## src/rtl/reward_slot_scheduler.sv

```systemverilog
// reward_slot_scheduler: owns the on-map reward table. Spawn requests are
// checked for duplicate coordinates and free space, then stored in the
// lowest free slot. Player pickups clear slots and pulse grant.
// Optional feature macro: REWARD_AGING_EN (slot lifetime countdown on tick_4hz).
module reward_slot_scheduler #(
    parameter int NUM_SLOTS  = 4,
    parameter int STAY_TICKS = 40,
    parameter int XW         = 5,
    parameter int YW         = 5,
    parameter int TW         = 3
) (
    input  logic          clk,
    input  logic          rst_n,
    input  logic          tick_4hz,
    input  logic          spawn_req,
    input  logic [TW-1:0] spawn_type,
    input  logic [XW-1:0] spawn_xpos,
    input  logic [YW-1:0] spawn_ypos,
    output logic          spawn_ack,
    output logic          spawn_rej,
    input  logic          player_vld,
    input  logic [XW-1:0] player_xpos,
    input  logic [YW-1:0] player_ypos,
    output logic          grant,
    output logic [TW-1:0] grant_type,
    output logic          expire,
    output logic [3:0]    occupancy,
    input  logic [2:0]    rd_idx,
    output logic          rd_vld,
    output logic [TW-1:0] rd_type,
    output logic [XW-1:0] rd_x,
    output logic [YW-1:0] rd_y
);

    typedef enum logic [1:0] {IDLE, CHECK, RESP, DROP} state_t;

    state_t               state, state_next;
    logic [TW-1:0]        req_type;
    logic [XW-1:0]        req_x;
    logic [YW-1:0]        req_y;
    logic                 req_rej;

    logic [NUM_SLOTS-1:0] slot_vld, vld_next, free_oh, pick_oh;
    logic [TW-1:0]        slot_type [NUM_SLOTS];
    logic [XW-1:0]        slot_x    [NUM_SLOTS];
    logic [YW-1:0]        slot_y    [NUM_SLOTS];

    logic                 dup, full, write_en, pick_hit, expire_next;
    logic [TW-1:0]        pick_type;
    logic [3:0]           occ_next;

`ifdef REWARD_AGING_EN
    logic [7:0]           slot_life [NUM_SLOTS];
    logic [NUM_SLOTS-1:0] age_out;
`endif

    // Table lookups on pre-edge state: dup/full for the latched request, lowest free slot, lowest pickup match
    always_comb begin
        dup       = 1'b0;
        full      = 1'b1;
        free_oh   = '0;
        pick_oh   = '0;
        pick_hit  = 1'b0;
        pick_type = '0;
        for (int i = 0; i < NUM_SLOTS; i++) begin
            if (slot_vld[i] && slot_x[i] == req_x && slot_y[i] == req_y)
                dup = 1'b1;
            if (!slot_vld[i] && full) begin
                free_oh[i] = 1'b1;
                full       = 1'b0;
            end
            if (player_vld && slot_vld[i] && !pick_hit &&
                slot_x[i] == player_xpos && slot_y[i] == player_ypos) begin
                pick_oh[i] = 1'b1;
                pick_hit   = 1'b1;
                pick_type  = slot_type[i];
            end
        end
    end

    assign write_en = (state == CHECK) && !dup && !full;

`ifdef REWARD_AGING_EN
    // Slots whose life runs out on this tick; a same-edge pickup takes precedence
    always_comb begin
        age_out = '0;
        for (int i = 0; i < NUM_SLOTS; i++)
            age_out[i] = tick_4hz && slot_vld[i] && (slot_life[i] == 8'd1) && !pick_oh[i];
    end
    assign expire_next = |age_out;
`else
    logic unused_tick;
    assign unused_tick = tick_4hz;
    assign expire_next = 1'b0;
`endif

    // Next valid vector and its population count
    always_comb begin
        vld_next = slot_vld;
        occ_next = '0;
        for (int i = 0; i < NUM_SLOTS; i++) begin
            if (pick_oh[i])
                vld_next[i] = 1'b0;
            else if (write_en && free_oh[i])
                vld_next[i] = 1'b1;
`ifdef REWARD_AGING_EN
            else if (age_out[i])
                vld_next[i] = 1'b0;
`endif
            if (vld_next[i])
                occ_next = occ_next + 4'd1;
        end
    end

    // Slot storage: valid bits, payload on write, life countdown when aging is enabled
    always_ff @(posedge clk or negedge rst_n) begin
        if (!rst_n) begin
            slot_vld <= '0;
            for (int i = 0; i < NUM_SLOTS; i++) begin
                slot_type[i] <= '0;
                slot_x[i]    <= '0;
                slot_y[i]    <= '0;
`ifdef REWARD_AGING_EN
                slot_life[i] <= '0;
`endif
            end
        end else begin
            slot_vld <= vld_next;
            for (int i = 0; i < NUM_SLOTS; i++) begin
                if (write_en && free_oh[i]) begin
                    slot_type[i] <= req_type;
                    slot_x[i]    <= req_x;
                    slot_y[i]    <= req_y;
`ifdef REWARD_AGING_EN
                    slot_life[i] <= 8'(STAY_TICKS);
                end else if (tick_4hz && slot_vld[i] && slot_life[i] != 8'd0) begin
                    slot_life[i] <= slot_life[i] - 8'd1;
`endif
                end
            end
        end
    end

    // Registered event pulses and occupancy
    always_ff @(posedge clk or negedge rst_n) begin
        if (!rst_n) begin
            grant      <= 1'b0;
            grant_type <= '0;
            expire     <= 1'b0;
            occupancy  <= '0;
        end else begin
            grant      <= pick_hit && (pick_type != '0);
            grant_type <= pick_hit ? pick_type : '0;
            expire     <= expire_next;
            occupancy  <= occ_next;
        end
    end

    // Spawn FSM state register
    always_ff @(posedge clk or negedge rst_n) begin
        if (!rst_n)
            state <= IDLE;
        else
            state <= state_next;
    end

    // Spawn FSM next-state: one response per request, then wait for the request to drop
    always_comb begin
        state_next = state;
        case (state)
            IDLE:    if (spawn_req) state_next = CHECK;
            CHECK:   state_next = RESP;
            RESP:    state_next = DROP;
            DROP:    if (!spawn_req) state_next = IDLE;
            default: state_next = IDLE;
        endcase
    end

    // Request capture on acceptance and reject flag from the CHECK cycle
    always_ff @(posedge clk or negedge rst_n) begin
        if (!rst_n) begin
            req_type <= '0;
            req_x    <= '0;
            req_y    <= '0;
            req_rej  <= 1'b0;
        end else begin
            if (state == IDLE && spawn_req) begin
                req_type <= spawn_type;
                req_x    <= spawn_xpos;
                req_y    <= spawn_ypos;
            end
            if (state == CHECK)
                req_rej <= dup | full;
        end
    end

    assign spawn_ack = (state == RESP);
    assign spawn_rej = (state == RESP) && req_rej;

    // Renderer view: invalid or out-of-range slots read as all zero
    always_comb begin
        rd_vld  = 1'b0;
        rd_type = '0;
        rd_x    = '0;
        rd_y    = '0;
        for (int i = 0; i < NUM_SLOTS; i++) begin
            if (rd_idx == 3'(i) && slot_vld[i]) begin
                rd_vld  = 1'b1;
                rd_type = slot_type[i];
                rd_x    = slot_x[i];
                rd_y    = slot_y[i];
            end
        end
    end

endmodule
```

## config.mk

```make
export PLATFORM = sky130hd
export DESIGN_NAME = reward_slot_scheduler
export DESIGN_NICKNAME = d
export VERILOG_FILES = /design/src/rtl/reward_slot_scheduler.sv
export SDC_FILE = /design/constraint.sdc
export NUM_CORES = 1
export LEC_CHECK = 0
export CAP_MARGIN = 40
export CORE_AREA = 4 4 92 94
export CTS_BUF_LIST = sky130_fd_sc_hd__clkbuf_2
export CTS_CLUSTER_SIZE = 40
export DETAILED_ROUTE_END_ITERATION = 8
export DIE_AREA = 0 0 96 98
export HOLD_SLACK_MARGIN = 0.1
export PLACE_DENSITY = 0.95
export SKIP_CTS_REPAIR_TIMING = 1
export SYNTH_ARGS = -nofsm -noshare
export SYNTH_HDL_FRONTEND = slang
export SYNTH_SLANG_ARGS = --single-unit
export TNS_END_PERCENT = 5
```

## constraint.sdc

```tcl
create_clock -name clk -period 4.15 [get_ports clk]
set_input_delay 0.83 -clock clk [delete_from_list [all_inputs] [get_ports clk]]
set_output_delay 0.83 -clock clk [all_outputs]
set_load 0.1 [all_outputs]
```

==> impl_metrics.csv <==
group,metric,value,unit
layout,fin_cells,608,
timing,tightest_slew,0.799,ns
floorplanning,initial_core_util,0.620,
timing,timing.final.crit_share,0.894,
grt,globalRouteOverflowTotal,0,
timing,clock.fmax,270,MHz
grt,antenna_found_initial,0,
pwr,power_density,598,nW/um2
status,status,"finished clean",
clock_tree,numCtsBuffers,9,
pwr,p_leak,2.65,nW
worst_setup_path,end_kind,"primary output",
routing,routed_via_density,6.01,
synthesis,synth-seq-cells,80,
clock_tree,clk_pin_slew,0.21,ns
layout,n_antenna_cell,0,
worst_setup_path,crit_top_cell,"a21oi_1",
clock_tree,cts.sinks,80,
layout,fin_nets,541,
floorplanning,rows,32,
routing,wl_per_cell,19.7,um
grt,grt_max_degree,42,
timing,slew_headroom,0.466,
layout,final_cell_area,5770,um2
worst_setup_path,rrSetupSlack,0.86,ns
min_path,hp-class,"in2async",
synthesis,syn_area,4740,um2
placement,gp_congestion,0.998,
placement,portBuffers,53,
placement,place_inst,593,
routing,dr.pass1.iters,5,
synthesis,yosys_warnings,0,
timing,rsz0062_at_grt,"no",
clock_tree,clockBufferDepth,2,
timing,hold_violations,0,
worst_setup_path,critPathTopFamily,"buffers and inverters",
synthesis,synth_cells,443,
worst_setup_path,crit_cells,7,
worst_setup_path,cp_cell_sequence,"clkdlybuf4s50_1 > mux2_2 > nand2_1 > a21oi_1 > a21oi_1 > a21oi_1 > buf_12",
routing,drc,0,
floorplanning,die_width,96,um
pwr,ir_drop,0.000338,V
routing,drt_iter0_drc,194,
placement,dp_hpwl,8.73,mm
worst_setup_path,worst-setup-path-type,"in2out",
worst_setup_path,critPathMaxFanout,14,
floorplanning,dieArea,9410,um2
clock_tree,cts_max_level,3,
synthesis,synth_cell_types,41,
synthesis,yosysSeqAreaShare,0.422,
timing,fin_skew,0.0295,ns
clock_tree,clk_latency,0.54,ns
timing,setup_viol,0,
worst_setup_path,path_buf_inv,2,
worst_setup_path,cp_slowest_cell,"clkdlybuf4s50_1",
worst_setup_path,critPathRequiredTime,3.32,ns
layout,drive_above_1_share,0.241,
routing,ant_nets,0,
grt,grt.total_usage,0.274,
floorplanning,io-pin-count,56,
placement,postPlaceCellArea,5610,um2
routing,drt_wl_total,12.0,mm
worst_setup_path,max_stage_delay,0.58,ns
worst_setup_path,timing.reg2reg.worst_path_depth,12,
grt,grt_pass1_wl,19.6,mm
worst_setup_path,cp-start-kind,"primary input",
synthesis,avgSynthCellArea,10.7,um2
worst_setup_path,worst_ep_arrival_time,2.88,ns
worst_setup_path,r2r_end,"occupancy[2]",
worst_setup_path,reg2reg_from,"req_y[2]",
timing,tns,0,ns
clock_tree,cts_tree,"yes",
floorplanning,die_y,98,um
floorplanning,core,7650,um2
timing,slew_viol_final,0,
layout,syn_to_final_growth,21.7,%
clock_tree,cts_root_buffer,"clkbuf_2",
grt,grt_pass1_vias,3827,
routing,vias,3655,
run,cap_violations,0,
layout,fillers,514,
timing,fin_crit,3.71,ns
-- cells in the final DEF, fill, tap and decap left out, types with 2 or more instances in the layout --
cell,netlist,routed
and2_1,2,2
a21boi_0,2,2
mux2_4,10,10
nand3_1,13,13
nand4_1,14,14
o21ai_0,4,4
conb_1,1,2
a21oi_1,40,40
ha_1,8,8
nand2b_1,2,2
o31ai_1,2,2
xnor2_1,49,49
nand2_1,37,37
nor4_1,7,7
and3_1,2,2
nor2_1,19,19
bufinv_16,0,3
mux2i_1,7,7
clkbuf_2,0,10
mux2_2,56,56
dfrtp_1,80,80
clkdlybuf4s50_1,0,38
buf_4,11,8
buf_8,0,10
xor2_1,34,34
inv_1,10,10
nor3_1,6,6
buf_12,0,15
-- cell usage after synthesis, drive strengths merged --
cell | instances | area share
dfrtp | 80 | 0.42
mux2 | 67 | 0.17
xnor2 | 49 | 0.090
a21oi | 40 | 0.042
nand2 | 37 | 0.029
xor2 | 34 | 0.063
buf | 20 | 0.030
nor2 | 19 | 0.015
nand3 | 14 | 0.016
nand4 | 14 | 0.018
inv | 10 | 0.0079
ha | 8 | 0.021
mux2i | 7 | 0.015
nor4 | 7 | 0.0092
nor3 | 6 | 0.0063
clkbuf | 4 | 0.0032
o21ai | 4 | 0.0042
and3 | 3 | 0.0050
a21boi | 2 | 0.0032
and2 | 2 | 0.0026
nand2b | 2 | 0.0026
nor2b | 2 | 0.0042
o31ai | 2 | 0.0032
a31oi | 1 | 0.0013
conb | 1 | 0.00079
nand3b | 1 | 0.0024
nand4b | 1 | 0.0018
nor3b | 1 | 0.0016
nor4b | 1 | 0.0018
o211a | 1 | 0.0021
o31a | 1 | 0.0037
or2 | 1 | 0.0013
or3 | 1 | 0.0024
-- per-stage QoR --
stage	total power [mW]	hold slack [ns]	worst slack (ns)	util
detailed placement	2.93	0.513	0.356	0.734
CTS	3.46	0.221	0.461	0.755
global route	3.63	0.210	0.256	0.755
finish	3.45	0.227	0.440	0.755
floorplan	2.45	0.453	0.0187	-
global placement	2.76	0.476	0.432	0.712
-- state kept, by name (all words and copies together) (netlist names) --
register / cells
state: 2
slot_y: 20
slot_vld: 4
grant: 1
occupancy: 4
slot_x: 20
req_rej: 1
slot_type: 12
req_type: 3
req_y: 5
grant_type: 3
req_x: 5
-- where the power goes --
part	total (mW)	internal (mW)	switching, mW
Combinational	1.55	0.731	0.815
Sequential	1.37	0.993	0.381
Clock	0.530	0.260	0.271
-- kinds of logic (layout without fill, tap and decap cells) --
logic type,Yosys count,in the layout,synth area share
simple gates,112,112,0.120
fa+ha+maj,8,8,0.0211
compound gates,51,51,0.0599
mux,74,74,0.182
other cells,1,2,0.000791
buf+inv,34,96,0.0411
flops,80,80,0.422
xor+xnor,83,83,0.153
-- worst max-delay path by stage --
| stage | startpoint | endpoint | slack (ns) |
|---|---|---|---|
| after CTS | rd_idx[2] | rd_x[2] | 0.46 |
| after detailed placement | player_xpos[0] | occupancy[2] | 0.36 |
| after floorplan | rd_idx[2] | rd_type[0] | 0.02 |
| after global placement | player_xpos[0] | occupancy[1] | 0.43 |
| final | rd_idx[0] | rd_x[2] | 0.44 |
| after global routing | rd_idx[2] | rd_x[2] | 0.26 |
-- layer usage --
metal | part of all wire | GRT usage | up-vias
met5 | 0 | 0 | -
met4 | 0.027 | 0.102 | 0
met3 | 0.063 | 0.0485 | 37
met2 | 0.50 | 0.449 | 171
met1 | 0.41 | 0.359 | 1810
li1 | - | - | 1637
-- cell type report --
| type | instances | area, um2 | share of cell area |
|---|---|---|---|
| multi-input combinational | 330 | 2560 | 0.443 |
| sequential | 80 | 2000 | 0.347 |
| timing repair buffer | 71 | 891 | 0.154 |
| clock buffer | 10 | 50.0 | 0.00867 |
| inverter | 10 | 37.5 | 0.00650 |
| clock inverter | 5 | 106 | 0.0184 |
| tap | 102 | 128 | 0.0221 |
(Power assumes the default switching activity.)
